===== config.mk =====
export PLATFORM = sky130hd
export DESIGN_NAME = main_mem_ctrl_flat
export DESIGN_NICKNAME = d
export VERILOG_FILES = /design/src/rtl/main_mem_ctrl_pkg.sv /design/src/rtl/main_mem_ctrl_if.sv /design/src/rtl/main_mem_ctrl_write_buffer.sv /design/src/rtl/main_mem_ctrl.sv /design/src/flat_wrapper.sv
export SDC_FILE = /design/constraint.sdc
export NUM_CORES = 2
export LEC_CHECK = 0
export ABC_AREA = 0
export BUFFER_PORTS_ARGS = -buffer_cell sky130_fd_sc_hd__buf_2
export CAP_MARGIN = 20
export CORE_MARGIN = 4
export CORE_UTILIZATION = 44
export DETAILED_ROUTE_END_ITERATION = 16
export PLACE_DENSITY_LB_ADDON = 0.25
export REMOVE_ABC_BUFFERS = 1
export SYNTH_ARGS = -nofsm -noshare
export SYNTH_HDL_FRONTEND = slang
export SYNTH_SLANG_ARGS = --single-unit
export TNS_END_PERCENT = 20

===== constraint.sdc =====
create_clock -name clk -period 7.5 [get_ports clk]
set_clock_uncertainty 0.1 [all_clocks]
set_input_delay 0.375 -clock clk [delete_from_list [all_inputs] [get_ports clk]]
set_output_delay 0.375 -clock clk [all_outputs]
set_load 0.005 [all_outputs]

===== src/rtl/main_mem_ctrl_pkg.sv =====
// Shared types and constants for the main memory controller.
package main_mem_ctrl_pkg;

  localparam int CNT_W         = 4;
  localparam int DEF_RAM_WIDTH = 8;
  localparam int DEF_ADDR_SIZE = 8;

  typedef logic [CNT_W-1:0] lat_cnt_t;

  typedef enum logic [4:0] {
    ST_IDLE    = 5'b00001,
    ST_WAIT_WB = 5'b00010,
    ST_READ    = 5'b00100,
    ST_DONE    = 5'b01000,
    ST_HOLD    = 5'b10000
  } rd_state_e;

endpackage


===== src/rtl/main_mem_ctrl_if.sv =====
// Cache-side request/response bundle of the main memory controller.
interface main_mem_ctrl_if import main_mem_ctrl_pkg::*; #(
  parameter int ramWidth = DEF_RAM_WIDTH,
  parameter int addrSize = DEF_ADDR_SIZE
) ();
  logic                readEnable;
  logic                writeEnable;
  logic [addrSize-1:0] addr;
  logic [ramWidth-1:0] writeData;
  logic [ramWidth-1:0] readData;
  logic                dataReady;
  logic                busy;
  logic                writeDropped;

  modport master (
    output readEnable, writeEnable, addr, writeData,
    input  readData, dataReady, busy, writeDropped
  );

  modport slave (
    input  readEnable, writeEnable, addr, writeData,
    output readData, dataReady, busy, writeDropped
  );
endinterface


===== src/rtl/main_mem_ctrl_write_buffer.sv =====
// One-entry posted write buffer; holds a write for writeLatency cycles, then commits it.
module mem_write_buffer import main_mem_ctrl_pkg::*; #(
  parameter int ramWidth     = DEF_RAM_WIDTH,
  parameter int addrSize     = DEF_ADDR_SIZE,
  parameter int writeLatency = 2
) (
  input  logic                clk,
  input  logic                rst_n,
  input  logic                wr_en,
  input  logic [addrSize-1:0] wr_addr,
  input  logic [ramWidth-1:0] wr_data,
  output logic                wb_valid,
  output logic                commit,
  output logic [addrSize-1:0] commit_addr,
  output logic [ramWidth-1:0] commit_data,
  output logic                dropped
);
  lat_cnt_t wb_count;

  assign commit = wb_valid && (wb_count == lat_cnt_t'(1));

  always_ff @(posedge clk or negedge rst_n) begin
    if (!rst_n) begin
      wb_valid    <= 1'b0;
      wb_count    <= '0;
      commit_addr <= '0;
      commit_data <= '0;
      dropped     <= 1'b0;
    end else if (wb_valid) begin
      // Buffer full: a new write is lost and flagged until reset.
      if (wr_en)  dropped  <= 1'b1;
      if (commit) wb_valid <= 1'b0;
      wb_count <= wb_count - 1'b1;
    end else if (wr_en) begin
      wb_valid    <= 1'b1;
      wb_count    <= lat_cnt_t'(writeLatency);
      commit_addr <= wr_addr;
      commit_data <= wr_data;
    end
  end
endmodule


===== src/rtl/main_mem_ctrl.sv =====
// Slow main-memory model: word array, posted write buffer and latency-counted read FSM.
module main_mem_ctrl import main_mem_ctrl_pkg::*; #(
  parameter int ramWidth     = DEF_RAM_WIDTH,
  parameter int addrSize     = DEF_ADDR_SIZE,
  parameter int readLatency  = 3,
  parameter int writeLatency = 2
) (
  input  logic              clk,
  input  logic              rst_n,
  main_mem_ctrl_if.slave    bus
);
  logic [ramWidth-1:0] mem [0:(1<<addrSize)-1];

  logic                wb_valid, wb_commit, wb_dropped;
  logic [addrSize-1:0] commit_addr;
  logic [ramWidth-1:0] commit_data;

  rd_state_e           state, state_n;
  lat_cnt_t            rd_count, rd_count_n;
  logic [addrSize-1:0] rd_addr, rd_addr_n;
  logic [ramWidth-1:0] rd_data;
  logic                load_data;

  mem_write_buffer #(
    .ramWidth(ramWidth), .addrSize(addrSize), .writeLatency(writeLatency)
  ) u_wbuf (
    .clk(clk), .rst_n(rst_n),
    .wr_en(bus.writeEnable), .wr_addr(bus.addr), .wr_data(bus.writeData),
    .wb_valid(wb_valid), .commit(wb_commit),
    .commit_addr(commit_addr), .commit_data(commit_data),
    .dropped(wb_dropped)
  );

  always_ff @(posedge clk) begin
    if (wb_commit) mem[commit_addr] <= commit_data;
  end

  // A buffer committing on this edge is already empty as far as a waiting read is concerned.
  always_comb begin
    state_n    = state;
    rd_count_n = rd_count;
    rd_addr_n  = rd_addr;
    load_data  = 1'b0;
    case (state)
      ST_IDLE: if (bus.readEnable && !bus.writeEnable) begin
        rd_addr_n = bus.addr;
        if (wb_valid && !wb_commit) state_n = ST_WAIT_WB;
        else begin
          state_n    = ST_READ;
          rd_count_n = lat_cnt_t'(readLatency);
        end
      end
      ST_WAIT_WB: if (!wb_valid || wb_commit) begin
        state_n    = ST_READ;
        rd_count_n = lat_cnt_t'(readLatency);
      end
      ST_READ: begin
        rd_count_n = rd_count - 1'b1;
        if (rd_count == lat_cnt_t'(1)) begin
          state_n   = ST_DONE;
          load_data = 1'b1;
        end
      end
      ST_DONE: state_n = bus.readEnable ? ST_HOLD : ST_IDLE;
      ST_HOLD: if (!bus.readEnable) state_n = ST_IDLE;
      default: state_n = ST_IDLE;
    endcase
  end

  always_ff @(posedge clk or negedge rst_n) begin
    if (!rst_n) begin
      state    <= ST_IDLE;
      rd_count <= '0;
      rd_addr  <= '0;
      rd_data  <= '0;
    end else begin
      state    <= state_n;
      rd_count <= rd_count_n;
      rd_addr  <= rd_addr_n;
      if (load_data) rd_data <= mem[rd_addr];
    end
  end

  assign bus.readData     = rd_data;
  assign bus.dataReady    = (state == ST_DONE);
  assign bus.busy         = wb_valid || (state != ST_IDLE);
  assign bus.writeDropped = wb_dropped;
endmodule


===== src/flat_wrapper.sv =====
// flat-port wrapper written by rule: the top's interface ports become plain ports
module main_mem_ctrl_flat import main_mem_ctrl_pkg::*;
#(
  parameter int ramWidth     = DEF_RAM_WIDTH,
  parameter int addrSize     = DEF_ADDR_SIZE,
  parameter int readLatency  = 3,
  parameter int writeLatency = 2
)
  (clk, rst_n, bus_readEnable, bus_writeEnable, bus_addr, bus_writeData, bus_readData, bus_dataReady, bus_busy, bus_writeDropped);
  main_mem_ctrl_if #(.ramWidth(ramWidth), .addrSize(addrSize)) bus_i ();
  input  logic clk;
  input  logic rst_n;
  input wire logic [$bits(bus_i.readEnable)-1:0] bus_readEnable;
  input wire logic [$bits(bus_i.writeEnable)-1:0] bus_writeEnable;
  input wire logic [$bits(bus_i.addr)-1:0] bus_addr;
  input wire logic [$bits(bus_i.writeData)-1:0] bus_writeData;
  output wire logic [$bits(bus_i.readData)-1:0] bus_readData;
  output wire logic [$bits(bus_i.dataReady)-1:0] bus_dataReady;
  output wire logic [$bits(bus_i.busy)-1:0] bus_busy;
  output wire logic [$bits(bus_i.writeDropped)-1:0] bus_writeDropped;
  assign bus_i.readEnable = bus_readEnable;
  assign bus_i.writeEnable = bus_writeEnable;
  assign bus_i.addr = bus_addr;
  assign bus_i.writeData = bus_writeData;
  assign bus_readData = bus_i.readData;
  assign bus_dataReady = bus_i.dataReady;
  assign bus_busy = bus_i.busy;
  assign bus_writeDropped = bus_i.writeDropped;
  main_mem_ctrl #(.ramWidth(ramWidth), .addrSize(addrSize), .readLatency(readLatency), .writeLatency(writeLatency)) u_core (.clk(clk), .rst_n(rst_n), .bus(bus_i));
endmodule

==> flow_metrics.tcl <==
set metrics [dict create \
    clk_latency_ps 850 \
    crit_path_max_fanout 50 \
    synth_area_um2 81900 \
    slew_viol_final 0 \
    setup_ws_ps 2890 \
    outcome "complete, no violations" \
    crit_type "reg2reg" \
    synthArstFlopShare_pct 2.24 \
    die_x_um 440 \
    yosysWarnings 0 \
    fin_crit_sh_pct 61.5 \
    ys_types 75 \
    grt_max_degree 225 \
    p_sw_uw 11400 \
    viasPerCell 5.98 \
    seqPwrFrac_pct 44.7 \
    synth.top_cell.area_share_pct 75.1 \
    postPlaceCellArea_um2 84600 \
    cp-start-kind "register" \
    clk_pin_slew_worst_paths_ps 60 \
    clkPwrFrac_pct 28.0 \
    slew_headroom_pct 18.3 \
    finalCriticalPeriod_ps 4610 \
    intPower_uw 23300 \
    setup_viol 0 \
    grt_pass1_wl_um 301000 \
    cellPowerDensity_nw_per_um2 382 \
    gp_congestion 0.844 \
    grt_pass1_vias 40800 \
    area_growth_pct 11.2 \
    yosysMostFrequentCell "edfxtp_1" \
    stdcell_count 6914 \
    cts_buffers 204 \
    die_height_um 440 \
    gr-total-overflow 0 \
    rows 158 \
    first_pass_iters 5 \
    dp_hpwl_um 125000 \
    synth-edff-count 2048 \
    yosys-top-cells-area "edfxtp_1 (75%), mux4_2 (8.4%), mux2i_1 (4.7%)" \
    switching_share_pct 32.9 \
    wl_per_cell_um 30.4 \
    pwr-share-comb_pct 27.2 \
    dp_cells 6510 \
    cts_tree "done" \
    maxCapViolations 0 \
    synth_seq_area_share_pct 76.5 \
    die-area_um2 193000 \
    rsz0062_at_grt "false" \
    start_util_pct 44.2 \
    wl_um 210000 \
    fillerInstances 15000 \
    coreArea_um2 185000 \
    cts_root_buf "clkbuf_16" \
    pre_cts_ws_ps 2940 \
    vdd_drop_max_uv 481 \
    via_count 41300 \
    clkSinkCount 2095 \
    io_buffers 30 \
    cts_max_path_buffers 3 \
    htreeDepth 4 \
    fin_nets 4282 \
    fmax_ghz 0.217 \
    cp.required_ps 8070 \
    post-route-drc-count 0 \
    hold_viol 0 \
    hold_ws_ps 101 \
    yosys_most_used_dff "edfxtp_1" \
    leakage_uw 0.0287 \
    stdcell_area_um2 91100 \
    worst_ep_arrival_time_ps 5180 \
    synth_area_per_cell_um2 19.7 \
    drt_iter0_markers 4858 \
    tightest_slew_ps 1230 \
    grt_usage_pct 21.6 \
    hold_class "in2async" \
    synthCells 4149 \
    io_pins 31 \
    layout-drive-gt1-share_pct 17.4 \
    final_antenna_net_count 0 \
    synthTopCellsByCount "edfxtp_1 (2048), mux2i_1 (387), mux4_2 (307)" \
    cp-end-kind "register" \
    synth-seq-cells 2095 \
    synth_top_cell_by_area "edfxtp_1" \
    antenna_found_initial 2 \
]
## logic make-up (layout without fill, tap and decap cells)
kind of cell / after synthesis / after routing / share of synthesized area, %
other: 0 / 3 / 0
and+or+nand+nor: 563 / 563 / 2.94
muxes: 742 / 742 / 14.3
adders and majority gates: 4 / 4 / 0.0611
AOI/OAI and AO/OA: 491 / 491 / 4.12
buffers and inverters: 254 / 536 / 2.07
DFF: 2095 / 2095 / 76.5
## cell usage in the layout, fill, tap and decap left out, types with 31 or more instances in the layout
master     synthesis  routed
buf_4             42      78
clkinv_1           0      60
o22ai_1          124     124
a221oi_1          32      32
edfxtp_1        2048    2048
nor2_1           280     278
clkinv_2           1      35
a21oi_1           67      67
dfrtp_1           46      34
clkbuf_1          83      49
o221ai_1          50      50
clkbuf_16          0     208
a211oi_1          50      50
o21ai_0           72      72
buf_2             50      31
mux4_2           307     307
nand3_1           34      34
mux2i_1          387     387
nand2_1          150     149
## path summary, 6_finish.rpt
kind	start	endpoint	slack [ps]	cells after the start
setup / recovery	u_core.rd_addr[1]	u_core.bus.readData[4]	2890	7
hold / removal	rst_n	u_core.u_wbuf.commit_data[3]	100	3
setup reg to reg	u_core.rd_addr[1]	u_core.bus.readData[4]	2890	7
hold reg to reg	u_core.u_wbuf.dropped	u_core.u_wbuf.dropped	350	1
max in group asynchronous	rst_n	u_core.rd_addr[4]	6600	3
min in group clk	bus_writeData[4]	u_core.u_wbuf.commit_data[4]	200	3
## critical path, stage by stage (launching register included)
cell       delay [ps]
dfrtp_4          1040
buf_4             640
buf_4             490
mux4_1            360
a2111oi_1         660
nor3_1            280
o2111ai_1         670
o211ai_1          170
## sequential cells by signal, summed over array words and instances, names as in the netlist
name,count
u_core.rd_addr,8
u_core.u_wbuf.wb_count,4
u_core.bus.readData,8
u_core.u_wbuf.commit_addr,8
u_core.state,5
u_core.u_wbuf.dropped,1
u_core.rd_count,4
u_core.u_wbuf.wb_valid,1
u_core.u_wbuf.commit_data,8
u_core.mem,2048
## power groups by stage
stage | Sequential (µW) | Combinational (µW) | Clock (µW)
6_report | 15600 | 9480 | 9750
5_1_grt | 15600 | 9990 | 10400
4_1_cts | 15600 | 9540 | 9890
3_5_place_dp | 15800 | 9510 | 0
3_3_place_gp | 15800 | 9430 | 0
2_1_floorplan | 16900 | 5240 | 0
## layer usage
metal | GRT usage, % | vias to the layer above | share of wire (%)
met2 | 33.5 | 1745 | 47
met3 | 3.84 | 312 | 7.4
met4 | 6.72 | 0 | 3.0
met1 | 31.3 | 21900 | 42
li1 | - | 17300 | -
met5 | 0 | - | 0
## area by class of cell
class | instances | area [µm²] | area share, %
tap | 2480 | 3100 | 3.41
clock buffer | 265 | 5500 | 6.04
timing repair buffer | 147 | 1290 | 1.42
inverter | 10 | 41.3 | 0.0453
antenna | 3 | 7.51 | 0.00824
multi-input combinational | 1800 | 17600 | 19.3
sequential | 2095 | 62700 | 68.9
clock inverter | 114 | 796 | 0.874
## timing repair
| item | in CTS | in global routing |
|---|---|---|
| gates resized for setup | 0 | 0 |
| hold buffers | 20 | 0 |
| hold endpoints to repair | 79 | 0 |
| buffers inserted | 0 | 0 |
## metrics by stage
step / util (%) / TNS (ps) / power (µW)
final: 49.2 / 0 / 34800
after global routing: 49.2 / 0 / 36000
after CTS: 49.2 / 0 / 35000
after detailed placement: 45.7 / 0 / 25300
after global placement: 45.6 / 0 / 25200
after floorplan: - / -146340 / 22100
Note: power is estimated with default switching activity, not from simulation.
